==> config.mk <==
export PLATFORM = sky130hd
export DESIGN_NAME = rosc_sample_ctrl
export DESIGN_NICKNAME = d
export VERILOG_FILES = /design/src/rtl/rosc_sample_ctrl.sv
export SDC_FILE = /design/constraint.sdc
export NUM_CORES = 1
export LEC_CHECK = 0
export CAP_MARGIN = 20
export CORE_ASPECT_RATIO = 0.5
export CORE_UTILIZATION = 40
export CTS_CLUSTER_DIAMETER = 120
export DETAILED_ROUTE_END_ITERATION = 7
export PLACE_DENSITY = 0.73
export SYNTH_ARGS = -nofsm -noshare
export SYNTH_HDL_FRONTEND = slang
export SYNTH_SLANG_ARGS = --single-unit
==> constraint.sdc <==
create_clock -name clk -period 2.32 [get_ports clk]
set_clock_uncertainty 0.15 [all_clocks]
set_input_delay 0.696 -clock clk [delete_from_list [all_inputs] [get_ports clk]]
set_output_delay 0.696 -clock clk [all_outputs]
set_load 0.02 [all_outputs]
==> src/rtl/rosc_sample_ctrl.sv <==
// Ring-oscillator bank controller: enable, warm-up, synchronized XOR sampling, word packing, valid/ack delivery.
// Optional von Neumann debiasing of the raw bit stream when ROSC_VN_DEBIAS_EN is defined.
module rosc_sample_ctrl #(
    parameter int unsigned NUM_ROSC      = 8,
    parameter int unsigned WARMUP_CYCLES = 256,
    parameter int unsigned DATA_WIDTH    = 32
) (
    input  logic                  clk,
    input  logic                  reset_n,
    input  logic                  enable,
    input  logic [15:0]           sample_div,
    input  logic [NUM_ROSC-1:0]   rosc_in,
    output logic [NUM_ROSC-1:0]   rosc_en,
    output logic                  busy,
    output logic                  entropy_valid,
    output logic [DATA_WIDTH-1:0] entropy_data,
    input  logic                  entropy_ack
);

    localparam int unsigned WCW = $clog2(WARMUP_CYCLES + 1);
    localparam int unsigned BCW = $clog2(DATA_WIDTH + 1);
    localparam int unsigned TCW = 16;

    typedef enum logic [1:0] {IDLE, WARMUP, SAMPLE, FULL} state_t;

    state_t                state;
    logic [NUM_ROSC-1:0]   sync1;
    logic [NUM_ROSC-1:0]   sync2;
    logic [WCW-1:0]        warm_cnt;
    logic [TCW-1:0]        tick_cnt;
    logic [BCW-1:0]        bit_cnt;
    logic [DATA_WIDTH-1:0] shreg;
    logic                  raw_bit;
    logic                  tick;
    logic                  accept;
    logic                  accept_bit;
`ifdef ROSC_VN_DEBIAS_EN
    logic                  pair_phase;
    logic                  pair_b0;
`endif

    // Raw bit, tick strobe and accepted-bit selection.
    always_comb begin
        raw_bit    = ^sync2;
        tick       = (tick_cnt >= sample_div);
`ifdef ROSC_VN_DEBIAS_EN
        accept     = tick && pair_phase && (pair_b0 != raw_bit);
        accept_bit = pair_b0;
`else
        accept     = tick;
        accept_bit = raw_bit;
`endif
    end

    // Synchronizers run regardless of state; the FSM owns everything else.
    always_ff @(posedge clk or negedge reset_n) begin
        if (!reset_n) begin
            sync1         <= '0;
            sync2         <= '0;
            state         <= IDLE;
            rosc_en       <= '0;
            busy          <= 1'b0;
            entropy_valid <= 1'b0;
            entropy_data  <= '0;
            warm_cnt      <= '0;
            tick_cnt      <= '0;
            bit_cnt       <= '0;
            shreg         <= '0;
`ifdef ROSC_VN_DEBIAS_EN
            pair_phase    <= 1'b0;
            pair_b0       <= 1'b0;
`endif
        end else begin
            sync1 <= rosc_in;
            sync2 <= sync1;
            if (!enable) begin
                state         <= IDLE;
                rosc_en       <= '0;
                busy          <= 1'b0;
                entropy_valid <= 1'b0;
                entropy_data  <= '0;
                warm_cnt      <= '0;
                tick_cnt      <= '0;
                bit_cnt       <= '0;
                shreg         <= '0;
`ifdef ROSC_VN_DEBIAS_EN
                pair_phase    <= 1'b0;
`endif
            end else begin
                case (state)
                    IDLE: begin
                        state    <= WARMUP;
                        rosc_en  <= '1;
                        busy     <= 1'b1;
                        warm_cnt <= '0;
                    end
                    WARMUP: begin
                        if (warm_cnt == WCW'(WARMUP_CYCLES - 1)) begin
                            state    <= SAMPLE;
                            tick_cnt <= '0;
                            bit_cnt  <= '0;
`ifdef ROSC_VN_DEBIAS_EN
                            pair_phase <= 1'b0;
`endif
                        end else begin
                            warm_cnt <= warm_cnt + WCW'(1);
                        end
                    end
                    SAMPLE: begin
                        // A full shift register is published one edge after its last bit lands.
                        if (bit_cnt == BCW'(DATA_WIDTH)) begin
                            entropy_data  <= shreg;
                            entropy_valid <= 1'b1;
                            state         <= FULL;
                        end else if (tick) begin
                            tick_cnt <= '0;
`ifdef ROSC_VN_DEBIAS_EN
                            pair_phase <= ~pair_phase;
                            if (!pair_phase) pair_b0 <= raw_bit;
`endif
                            if (accept) begin
                                shreg   <= {shreg[DATA_WIDTH-2:0], accept_bit};
                                bit_cnt <= bit_cnt + BCW'(1);
                            end
                        end else begin
                            tick_cnt <= tick_cnt + TCW'(1);
                        end
                    end
                    FULL: begin
                        if (entropy_ack && entropy_valid) begin
                            entropy_valid <= 1'b0;
                            entropy_data  <= '0;
                            bit_cnt       <= '0;
                            tick_cnt      <= '0;
                            state         <= SAMPLE;
`ifdef ROSC_VN_DEBIAS_EN
                            pair_phase    <= 1'b0;
`endif
                        end
                    end
                    default: state <= IDLE;
                endcase
            end
        end
    end

endmodule

==> flow_metrics.tcl <==
set metrics [dict create \
    drv_slew 0 \
    endpoint "bit_cnt[0]" \
    wl_um 14600 \
    drt_pass1_iterations 5 \
    syn_avg_cell_area_um2 10.3 \
    relSlewSlack 0.688 \
    synthArstFlopShare 1.00 \
    fmax_mhz 401 \
    crit_family "buffers and inverters" \
    slowest_delay_ns 0.43 \
    postRouteAntennaNets 0 \
    powerDensity_nw_per_um2 861 \
    ir_drop_mv 0.436 \
    start_kind "register" \
    io_pins 70 \
    setup_viol_count_final 52 \
    grtUsageTotal 0.215 \
    synth_cell_type_count 50 \
    critPathLaunch "tick_cnt[11]" \
    pwr-share-comb 0.288 \
    setup_ws_ns -0.172 \
    finalHoldViolCount 0 \
    synth_edf_count 0 \
    die_w_um 167 \
    syn_to_final_growth_pct 54.7 \
    power_w 0.00722 \
    netSwitchingFraction 0.295 \
    worstPathMaxFanout 5 \
    dp_slack_ns -1.01 \
    violations "negative setup slack" \
    std_cell_rows 29 \
    h-tree-depth 4 \
    status "finished with violations" \
    synth_top_cell_area_share 0.531 \
    crit_path_frequent_cell "nand2_4" \
    io_buffers 69 \
    design_area_um2 8390 \
    antennaDiodeCount 0 \
    clkLatencyLatePin_ns 0.41 \
    slowest_stage "dfrtp_1" \
    clk_pin_slew_ns 0.06 \
    holdBufCountCts 0 \
    instances_no_fill 852 \
    p_clk_frac 0.408 \
    synth-seq-area-share 0.531 \
    drt_iter0_markers 339 \
    grt_pass1_vias 4678 \
    power.leakage_nw 3.87 \
    crit_type "reg2reg" \
    netlist_area_um2 5420 \
    period_minus_slack_ns 2.49 \
    cts_buffers 17 \
    antenna_found_initial 0 \
    p_seq_frac 0.303 \
    syn-instance-count 527 \
    fin_crit_sh 1.07 \
    required_ns 2.47 \
    yosysTopAreaCell "dfrtp_1" \
    critPathArrivalTime_ns 2.64 \
    grt_start_max_net_pins 46 \
    fin_nets 722 \
    cts.path.max_buffers 2 \
    num_vias 4577 \
    path_buf_inv 4 \
    maxCapViolCount 0 \
    ff2ff_path_depth 11 \
    cp_cell_sequence "ha_4 > and4_4 > nand2_4 > a311o_1 > buf_4 > nand3_4 > buf_8 > buf_12 > buf_6 > nand2_4 > mux2_4" \
    core_area_um2 13000 \
    place_area_um2 6590 \
    crit_cells 11 \
    synthTopCellsByCount "115 x dfrtp_1, 83 x nand2_1, 44 x a22o_1, 32 x o21ai_1" \
    finalSetupTns_ns -4.09 \
    power.internal_w 0.00510 \
    grt-ovfl-total 0 \
    synth_nets 580 \
    rsz0062_at_grt "true" \
    gp_congestion 0.842 \
    synthTopCellsByArea "dfrtp_1 53%, a22o_1 7.1%, ha_1 5.8%" \
    die_h_um 84.3 \
    clkSinkCount 115 \
    grt_pass1_wl_um 23700 \
    r2r_end "bit_cnt[0]" \
    synth.most_common_cell "dfrtp_1" \
    reg2reg_slack_ns -0.17 \
    synth_warnings 0 \
    cp-end-kind "register" \
    drive_above_1_share 0.386 \
    p_switching_w 0.00213 \
    drcViolationCount 0 \
    viasPerCell 5.37 \
    dpl.hpwl_um 8130 \
    post_drt_wl_per_cell_um 17.1 \
    r2r-start "tick_cnt[11]" \
    clockRootBuffer "clkbuf_16" \
    worst_slew_pin_slew_ns 0.467 \
    hold_class "in2async" \
    synthFlopType "dfrtp_1" \
    die-area_um2 14100 \
    fillers 924 \
    cts_tree "built" \
    start_util 0.419 \
    synth-seq-cells 115 \
    place_inst 778 \
]
[stage by stage]
step | hold WS, ns | utilization
after floorplan | 0.181 | -
after global placement | 0.183 | 0.508
after detailed placement | 0.187 | 0.508
after CTS | 0.00891 | 0.623
after global routing | 0.0215 | 0.648
final | 0.0185 | 0.648
[worst min path at each step]
stage                        start            to  slack, ns  depth (start not counted)
after floorplan           sync1[0]      sync2[0]       0.18                          0
after global placement    sync1[4]      sync2[4]       0.18                          0
after global routing       reset_n  tick_cnt[11]       0.02                          1
after CTS                  reset_n  tick_cnt[12]      0.009                          1
after detailed placement  sync1[1]      sync2[1]       0.19                          0
final                      reset_n  tick_cnt[11]       0.02                          1
[state kept, by name (all words and copies together) (netlist names)]
signal / flops
bit_cnt: 6
entropy_data: 32
entropy_valid: 1
rosc_en: 1
shreg: 32
state: 2
sync1: 8
sync2: 8
tick_cnt: 16
warm_cnt: 9
[layer usage]
metal	share of wire	global-route usage	vias to the layer above
met5	0	0	-
met4	0.0069	0.0690	0
met3	0.037	0.0405	8
met2	0.51	0.369	106
met1	0.45	0.277	2323
li1	-	-	2140
[power by group through the flow]
stage | Combinational, W | Clock, W | Sequential [W]
finish | 0.00208 | 0.00295 | 0.00219
global route | 0.00222 | 0.00309 | 0.00220
CTS | 0.00188 | 0.00299 | 0.00219
detailed placement | 0.00138 | 0 | 0.00222
global placement | 0.00135 | 0 | 0.00221
floorplan | 0.000888 | 0 | 0.00223
[worst register-to-register path, stage by stage (launching register included)]
cell and delay (ns):
dfrtp_1 0.43, ha_4 0.30, and4_4 0.24, nand2_4 0.06
a311o_1 0.33, buf_4 0.17, nand3_4 0.07, buf_8 0.13
buf_12 0.10, buf_6 0.09, nand2_4 0.04, mux2_4 0.26
[what timing repair did]
action,CTS,global route
gates cloned,8,0
gates resized for setup,170,67
pin swaps,53,33
buffers inserted,23,12
endpoints found under the setup margin,66,91
[cell usage in the layout, fill, tap and decap left out, types with 3 or more instances in the layout]
cell type and instances:
clkbuf_16 17, nor3b_1 8, xnor2_1 12, clkdlybuf4s15_1 3, o21ai_0 4, buf_4 59
buf_2 3, dlygate4sd2_1 11, and3_1 6, clkdlybuf4s50_1 43, o21a_1 5, a21oi_2 3
nor2b_1 4, nand2_1 50, inv_2 13, nand3_2 4, dfrtp_1 114, ha_4 16
and3_4 4, ha_1 8, clkinv_2 4, nand2_2 7, nand3_1 9, xor2_1 3
buf_12 9, buf_6 16, nor3_1 5, clkbuf_2 8, o21ai_2 28, o21ai_1 17
a22o_1 44, nand4_1 4, a21o_1 5, nand2_4 27, bufinv_16 6, inv_1 10
nor2_1 21, a21oi_1 15, buf_16 6
[area by class of cell]
| class | instances | area [um2] | share of cell area |
|---|---|---|---|
| multi-input cells | 351 | 2940 | 0.350 |
| flip-flops and latches | 115 | 2880 | 0.343 |
| repair buffers | 159 | 1600 | 0.190 |
| clock buffers | 18 | 429 | 0.0511 |
| clock inverters | 14 | 233 | 0.0277 |
| well taps | 170 | 213 | 0.0254 |
| inverters | 25 | 104 | 0.0124 |
[logic make-up after synthesis]
family | after synthesis | synth area share
xor+xnor | 15 | 0.0242
mux | 3 | 0.00600
simple gates | 173 | 0.153
fa+ha+maj | 25 | 0.0577
flops | 115 | 0.531
compound gates | 135 | 0.171
buf+inv | 61 | 0.0581
(Power assumes the default switching activity.)
